**src/rtl/core_sequencer_if.sv**
```systemverilog
// Instruction-memory and core-side bus of the run/step/halt sequencer.
// The master side is the sequencer: it drives the ROM address and strobe and
// hands the fetched instruction and the clock enable to the core. The slave
// side is the core and ROM: they return the read data and the current PC.
interface core_sequencer_if #(
  parameter int ADDR_W = 8
);
  logic [ADDR_W-1:0] imem_addr;
  logic              imem_rd_en;
  logic [31:0]       imem_data;
  logic [31:0]       pc_address;
  logic [31:0]       instr;
  logic              core_en;

  modport master (
    output imem_addr,
    output imem_rd_en,
    output instr,
    output core_en,
    input  imem_data,
    input  pc_address
  );

  modport slave (
    input  imem_addr,
    input  imem_rd_en,
    input  instr,
    input  core_en,
    output imem_data,
    output pc_address
  );
endinterface

```
**src/rtl/core_sequencer.sv**
```systemverilog
// Run/step/halt controller for the single-cycle core.
// Each instruction takes three cycles. FETCH presents the PC-derived ROM
// address. WAIT latches the ROM data into instr. EXEC pulses core_en for one
// cycle. Debug halt, single-step, one PC breakpoint and a HALT-opcode stop
// all return the sequencer to HALTED. A free-running counter counts the
// retired instructions.
module core_sequencer #(
  parameter int          ADDR_W     = 8,
  parameter int          CNT_W      = 32,
  parameter logic [31:0] HALT_INSTR = 32'h00100073,
  parameter bit          START_RUN  = 1'b0
) (
  input  logic               clk,
  input  logic               rst,
  input  logic               run_req,
  input  logic               step_req,
  input  logic               halt_req,
  input  logic               bp_en,
  input  logic [31:0]        bp_addr,
  core_sequencer_if.master   bus,
  output logic               halted,
  output logic               bp_hit,
  output logic               halt_hit,
  output logic [CNT_W-1:0]   instr_count
);

  localparam logic [31:0]      NOP_INSTR = 32'h00000013;
  localparam logic [CNT_W-1:0] CNT_ONE   = {{(CNT_W-1){1'b0}}, 1'b1};

  typedef enum logic [1:0] {
    S_HALTED,
    S_FETCH,
    S_WAIT,
    S_EXEC
  } state_t;

  state_t      state;
  logic [31:0] instr_q;
  logic        step_mode;
  logic        skip_bp;
  logic        bp_match;

  // The breakpoint fires only on an armed fetch. skip_bp disarms the first
  // fetch after a resume, so resuming at the breakpoint PC executes that
  // instruction.
  assign bp_match = bp_en && (bus.pc_address == bp_addr) && !skip_bp;

  // The strobes decode directly from the state register. This makes core_en
  // collapse the moment an asynchronous reset forces the state away from EXEC.
  assign bus.imem_rd_en = (state == S_FETCH);
  assign bus.imem_addr  = bus.pc_address[ADDR_W+1:2];
  assign bus.core_en    = (state == S_EXEC);
  assign bus.instr      = instr_q;
  assign halted         = (state == S_HALTED);

  // Sequencer FSM. It holds the state, the latched instruction, the sticky
  // halt causes, the step and breakpoint-skip flags, and the retired count.
  always_ff @(posedge clk or negedge rst) begin
    if (!rst) begin
      state       <= START_RUN ? S_FETCH : S_HALTED;
      instr_q     <= NOP_INSTR;
      bp_hit      <= 1'b0;
      halt_hit    <= 1'b0;
      instr_count <= '0;
      step_mode   <= 1'b0;
      skip_bp     <= 1'b0;
    end else begin
      case (state)
        S_HALTED: begin
          if (halt_req) begin
            state <= S_HALTED;
          end else if (step_req) begin
            state     <= S_FETCH;
            step_mode <= 1'b1;
            skip_bp   <= 1'b1;
            bp_hit    <= 1'b0;
            halt_hit  <= 1'b0;
          end else if (run_req) begin
            state     <= S_FETCH;
            step_mode <= 1'b0;
            skip_bp   <= 1'b1;
            bp_hit    <= 1'b0;
            halt_hit  <= 1'b0;
          end
        end
        S_FETCH: begin
          skip_bp <= 1'b0;
          if (halt_req) begin
            state <= S_HALTED;
          end else if (bp_match) begin
            state  <= S_HALTED;
            bp_hit <= 1'b1;
          end else begin
            state <= S_WAIT;
          end
        end
        S_WAIT: begin
          instr_q <= bus.imem_data;
          if (halt_req) begin
            state <= S_HALTED;
          end else if (bus.imem_data == HALT_INSTR) begin
            state    <= S_HALTED;
            halt_hit <= 1'b1;
          end else begin
            state <= S_EXEC;
          end
        end
        S_EXEC: begin
          instr_count <= instr_count + CNT_ONE;
          if (halt_req || step_mode) begin
            state <= S_HALTED;
          end else begin
            state <= S_FETCH;
          end
        end
        default: begin
          state <= S_HALTED;
        end
      endcase
    end
  end

endmodule

```
**src/flat_wrapper.sv**
```systemverilog
// flat-port wrapper written by rule: the top's interface ports become plain ports
module core_sequencer_flat 
#(
  parameter int          ADDR_W     = 8,
  parameter int          CNT_W      = 32,
  parameter logic [31:0] HALT_INSTR = 32'h00100073,
  parameter bit          START_RUN  = 1'b0
)
  (clk, rst, run_req, step_req, halt_req, bp_en, bp_addr, halted, bp_hit, halt_hit, instr_count, bus_imem_addr, bus_imem_rd_en, bus_instr, bus_core_en, bus_imem_data, bus_pc_address);
  core_sequencer_if #(.ADDR_W(ADDR_W)) bus_i ();
  input  logic clk;
  input  logic rst;
  input  logic run_req;
  input  logic step_req;
  input  logic halt_req;
  input  logic bp_en;
  input  logic [31:0] bp_addr;
  output logic halted;
  output logic bp_hit;
  output logic halt_hit;
  output logic [CNT_W-1:0] instr_count;
  output wire logic [$bits(bus_i.imem_addr)-1:0] bus_imem_addr;
  output wire logic [$bits(bus_i.imem_rd_en)-1:0] bus_imem_rd_en;
  output wire logic [$bits(bus_i.instr)-1:0] bus_instr;
  output wire logic [$bits(bus_i.core_en)-1:0] bus_core_en;
  input wire logic [$bits(bus_i.imem_data)-1:0] bus_imem_data;
  input wire logic [$bits(bus_i.pc_address)-1:0] bus_pc_address;
  assign bus_imem_addr = bus_i.imem_addr;
  assign bus_imem_rd_en = bus_i.imem_rd_en;
  assign bus_instr = bus_i.instr;
  assign bus_core_en = bus_i.core_en;
  assign bus_i.imem_data = bus_imem_data;
  assign bus_i.pc_address = bus_pc_address;
  core_sequencer #(.ADDR_W(ADDR_W), .CNT_W(CNT_W), .HALT_INSTR(HALT_INSTR), .START_RUN(START_RUN)) u_core (.clk(clk), .rst(rst), .run_req(run_req), .step_req(step_req), .halt_req(halt_req), .bp_en(bp_en), .bp_addr(bp_addr), .bus(bus_i), .halted(halted), .bp_hit(bp_hit), .halt_hit(halt_hit), .instr_count(instr_count));
endmodule
```
**config.mk**
```make
export PLATFORM = sky130hd
export DESIGN_NAME = core_sequencer_flat
export DESIGN_NICKNAME = d
export VERILOG_FILES = /design/src/rtl/core_sequencer_if.sv /design/src/rtl/core_sequencer.sv /design/src/flat_wrapper.sv
export SDC_FILE = /design/constraint.sdc
export NUM_CORES = 1
export LEC_CHECK = 0
export CORE_ASPECT_RATIO = 0.9
export CORE_UTILIZATION = 43
export CTS_CLUSTER_SIZE = 20
export DETAILED_ROUTE_END_ITERATION = 10
export GPL_ROUTABILITY_DRIVEN = 1
export PLACE_DENSITY = 0.86
export SETUP_SLACK_MARGIN = 0.05
export SKIP_LAST_GASP = 1
export SLEW_MARGIN = 20
export SYNTH_ARGS = -nofsm -noshare
export SYNTH_HDL_FRONTEND = slang
export SYNTH_SLANG_ARGS = --single-unit
```
**constraint.sdc**
```tcl
create_clock -name clk -period 3.1 [get_ports clk]
set_clock_uncertainty 0.1 [all_clocks]
set_input_delay 0.31 -clock clk [delete_from_list [all_inputs] [get_ports clk]]
set_output_delay 0.31 -clock clk [all_outputs]
set_load 0.05 [all_outputs]
```
Word-level counts from Yosys, hierarchy flattened

Index checks and enable logic that the tools add are counted.

Add/sub/neg operators: 1
Equality and inequality tests: 12
Mux-type cells: 23
Bitwise logic cells: 1
Reduce and logical (&&, ||, !) cells: 12

Operators with widths:

| cell                    | count |
|---|---|
| $add A32 B1 Y32 const B | 1 |
| $eq A32 B21 Y1 const B  | 1 |
| $eq A32 B32 Y1          | 1 |
| $mux W2                 | 7 |
| $mux W1                 | 12 |
| $reduce_and A5 Y1       | 2 |
| $pmux W2 S4             | 1 |
| $ne A2 B2 Y1 const B    | 3 |
| $pmux W1 S2             | 3 |
| $reduce_and A3 Y1       | 2 |
| $reduce_bool A2 Y1      | 3 |
| $eq A2 B2 Y1 const B    | 2 |
| $ne A2 B1 Y1 const B    | 2 |
| $ne A4 B4 Y1 const B    | 1 |
| $ne A3 B3 Y1 const B    | 1 |
| $eq A2 B1 Y1 const B    | 1 |
| $logic_and A1 B1 Y1     | 2 |
| $logic_not A2 Y1        | 1 |
| $logic_not A1 Y1        | 1 |
| $logic_or A1 B1 Y1      | 1 |
| $not A1 Y1              | 1 |

Register bits: 70
Input port bits: 102
Output and inout port bits: 77
Word-level logic and storage cells: 56

Longest topological paths before layout

Depth in word-level cells: 6
Depth in mapped cells: 6
Mapped depth without buffers: 5

Least setup slack after synthesis

No wires, ideal clock.

Path kind: flip-flop to flip-flop
Start point: register u_core.instr_count[13]
End point: register u_core.instr_count[25]
Library setup time: 0.141 ns
Arrival: 1.809 ns
Required time: 2.859 ns
Slack: 1.050 ns
Stages on the path, launching flop included: 6
Buffers on the path: 0
Clock period less this slack: 2.050 ns
Cell sequence: dfrtp_1 and4_4 nand4_4 nor4_4 nand3_1 xnor2_1

Word-level cells in the longest chain between the ends: 1

RTL lines:

| item                   | RTL line              | text |
|---|---|---|
| from (decl)            | core_sequencer.sv:24  | `output logic [CNT_W-1:0] instr_count` |
| from (signal assigned) | core_sequencer.sv:109 | `instr_count <= instr_count + CNT_ONE;` |
| $add A32 B1 Y32        | core_sequencer.sv:109 |  |

Every way passes these cells.
A chain may end at the register's enable or synchronous reset.

Final worst setup path

Start point: register u_core.state[0]
End point: output port bus_core_en

Word-level cells in the longest chain between the ends: 1

RTL lines:

| item                   | RTL line             | text |
|---|---|---|
| from (decl)            | core_sequencer.sv:37 | `state_t state;` |
| from (signal assigned) | core_sequencer.sv:60 | `state <= START_RUN ? S_FETCH : S_HALTED;` |
| $eq A2 B2 Y1           | core_sequencer.sv:52 | `assign bus.core_en = (state == S_EXEC);` |
| to (decl)              | flat_wrapper.sv:25   | `output wire logic [$bits(bus_i.core_en)-1:0] bus_core_en;` |

Every way passes these cells.

==> metrics.txt <==
status complete, no violations; Synth Area per Inst ~12 µm²; CORE AREA 7660 µm²; xor-xnor portion of the synthesized cell area about 16%; Arr. time, crit path just over 2 ns; reg-to-reg critical path endpoint u_core.instr_count[19]$_DFFE_PN0P_; crit path time final 2.44 ns; Net Sw Frac 42.4%; port bufs roughly 180; Post-Synth Adder-Cell Area 0.363%; Antenna Cells 0; RePlAce Congestion 0.801; area fraction of the dominant cell type after synthesis 48.7%; DP HPWL 7110 µm; clock buffer count from CTS 9; number of global-route vias before repair 3019; Top-Level Pins between 150 and 200; Post-synth EDFFs 0; CTS sink cnt 70; Synth area leader dfrtp_1; final net count 567; mux cell area share after synthesis 10.8%; Clk pwr share between 10% and 20%; Mapped Cells about 290; clock buffer depth 2; layout cells sized above 1 11.5%; Syn. warnings 0; Reg-to-Reg Start u_core.state[1]$_DFFE_PN0P_; Max FO, Critical Path 14; DR DRC count 0; antenna violations before repair 0; Gate power share 49.4%; period utilization 78.8%; Via Count about 2900; worst slew pin tran 0.547 ns; RSZ-0062 raised after global routing false; Final Max Tran Viols 0; first-pass GRT wire length roughly 14000 µm; antenna-violating nets left 0; Compound-Gate Fraction of Synth Area between 1.5 and 2%; Post-Synthesis Net Count 389; most numerous cell in the Yosys netlist dfrtp_1; First-pass DRT Iterations 4; ys async rst share between 90% and 100%; PnR worst setup slack 0.656 ns; detailed-route wire length 8880 µm; Skew-Pair Late Insertion Delay between 0.3 and 0.4 ns; unique cell type count in the Yosys netlist 40; Post-CTS Setup Inserts 0; P_leak 2.29 nW; Psw 1.86 mW; CTS HTree Levels 3; largest family of logic cells by synthesized area simple AND/OR/NAND/NOR gates; Fmax 409 MHz; sequential share of power 31.5%; Hold Path Class in -> async; initial DRC count 65; register area share after synthesis 51.0%; Rows 30; pin count of the biggest net entering global routing 70; Vias per Instance 5.08; ranking of synthesized cells by area dfrtp_1 (49%), xor2_1 (9.4%), mux2_2 (6.9%); max-cap viol count 0; Main synth FF type dfrtp_1; cell area after synthesis 3440 µm²; TritonCTS clock tree done; Pwr Density 792 nW/µm²; Placement Setup Slack between 0.8 and 0.9 ns; grt ovf 0; Die Y-Extent 86.9 µm; Setup CP Type reg -> out; CP startpoint kind register; GRT Total Usage 22.7%; Initial Util 45.0%; R2R depth 5; Final setup viols 0; Relative slew margins 63.4%; Die W 96.3 µm; WL/cell 15.7 µm; Post-Route Utilization 72.2%; top post-synthesis cells by count dfrtp_1 (67), xor2_1 (37), xnor2_1 (26); setup TNS 0 ns; Peak VDD IR 0.361 mV; Synth-to-Final Area Change 60.4%; post-synthesis simple-gate area fraction 17.4%; final hold vios 0; Total Power about 4.4 mW; die area 8370 µm²; crit end category output port; number of fill cells 556; Cell Int Power 2.52 mW; WP data required 2.69 ns; Worst-path clk slew 0.07 ns; Root Buffer clkbuf_8; #FFs+latches synth 70; r2r setup slk 1.04 ns
[cells by family after synthesis]
kind of cell | after synthesis
and+or+nand+nor | 95
DFF | 70
xor gates and xnor gates | 63
muxes | 33
buffers and inverters | 16
AOI/OAI and AO/OA | 8
adders and majority gates | 1
[metrics by stage]
| stage | instance area (µm²) | instances | hold WS (ns) |
|---|---|---|---|
| floorplan | 3440 | 286 | -0.0856 |
| global route | 5530 | 565 | 0.218 |
| CTS | 5530 | 565 | 0.181 |
| detailed placement | 5280 | 548 | 0.0107 |
| global placement | 5280 | 548 | 0.00814 |
| finish | 5530 | 565 | 0.193 |
[layout by cell type, fill, tap and decap left out, types with 2 or more instances in the layout]
cell	count
nand2b_1	2
nor2_1	17
a21oi_1	2
nand2_1	16
clkbuf_8	11
clkdlybuf4s50_1	177
dfstp_2	3
dfrtp_1	67
nand4_1	10
bufinv_16	2
and4_4	2
mux2_2	21
nor4_2	2
xor2_1	37
nor4_4	2
mux2_1	12
and3_1	3
and4_1	2
nor4_1	11
xnor2_1	26
nand3_1	12
inv_1	2
nor3_1	5
nor4b_1	2
[registers in the layout, indices dropped and copies added (netlist names)]
| signal | cells |
|---|---|
| u_core.instr_count | 32 |
| u_core.bus.instr | 32 |
| u_core.bp_hit | 1 |
| u_core.halt_hit | 1 |
| u_core.state | 2 |
| u_core.skip_bp | 1 |
| u_core.step_mode | 1 |
[worst max-delay path by stage]
stage / start / end / cells after the start
after detailed placement: bus_imem_data[17] / u_core.state[0]$_DFFE_PN0P_ / 6
final: u_core.state[0]$_DFFE_PN0P_ / bus_core_en / 3
after CTS: u_core.state[0]$_DFFE_PN0P_ / bus_core_en / 3
after floorplan: u_core.instr_count[13]$_DFFE_PN0P_ / u_core.instr_count[25]$_DFFE_PN0P_ / 5
after global routing: u_core.state[1]$_DFFE_PN0P_ / bus_core_en / 3
after global placement: bus_imem_data[17] / u_core.state[0]$_DFFE_PN0P_ / 6
[critical path, cell delays in order, from the launching register on]
cell and delay, ns:
dfrtp_1 0.56, nand2_1 0.17, inv_1 0.14, clkdlybuf4s50_1 0.83
[power groups by stage]
stage,combinational (mW),sequential (mW),clock (mW)
3_3_place_gp,2.14,1.38,0
3_5_place_dp,2.18,1.40,0
5_1_grt,2.26,1.42,0.896
6_report,2.16,1.38,0.839
2_1_floorplan,0.544,2.21,0
4_1_cts,2.18,1.38,0.854
[metal layers]
layer	track usage (%)	vias up	wire, µm
li1	-	1360	-
met1	24.0	1362	3220
met2	42.9	131	4770
met3	4.89	16	715
met4	9.63	0	176
met5	0	-	0
[area by class of cell]
class	instances	area, µm²	area share [%]
multi-input cells	200	1600	28.9
inverters	2	7.51	0.136
well taps	96	120	2.17
flip-flops and latches	70	1760	31.8
clock inverters	5	81.3	1.47
clock buffers	11	151	2.74
repair buffers	181	1810	32.8
[what timing repair did]
action                                 in CTS  in global routing
gates resized for setup                     0                  0
hold buffers                                1                  0
endpoints found under the hold margin      67                  0
No activity file was read; power rests on OpenSTA's default activity.
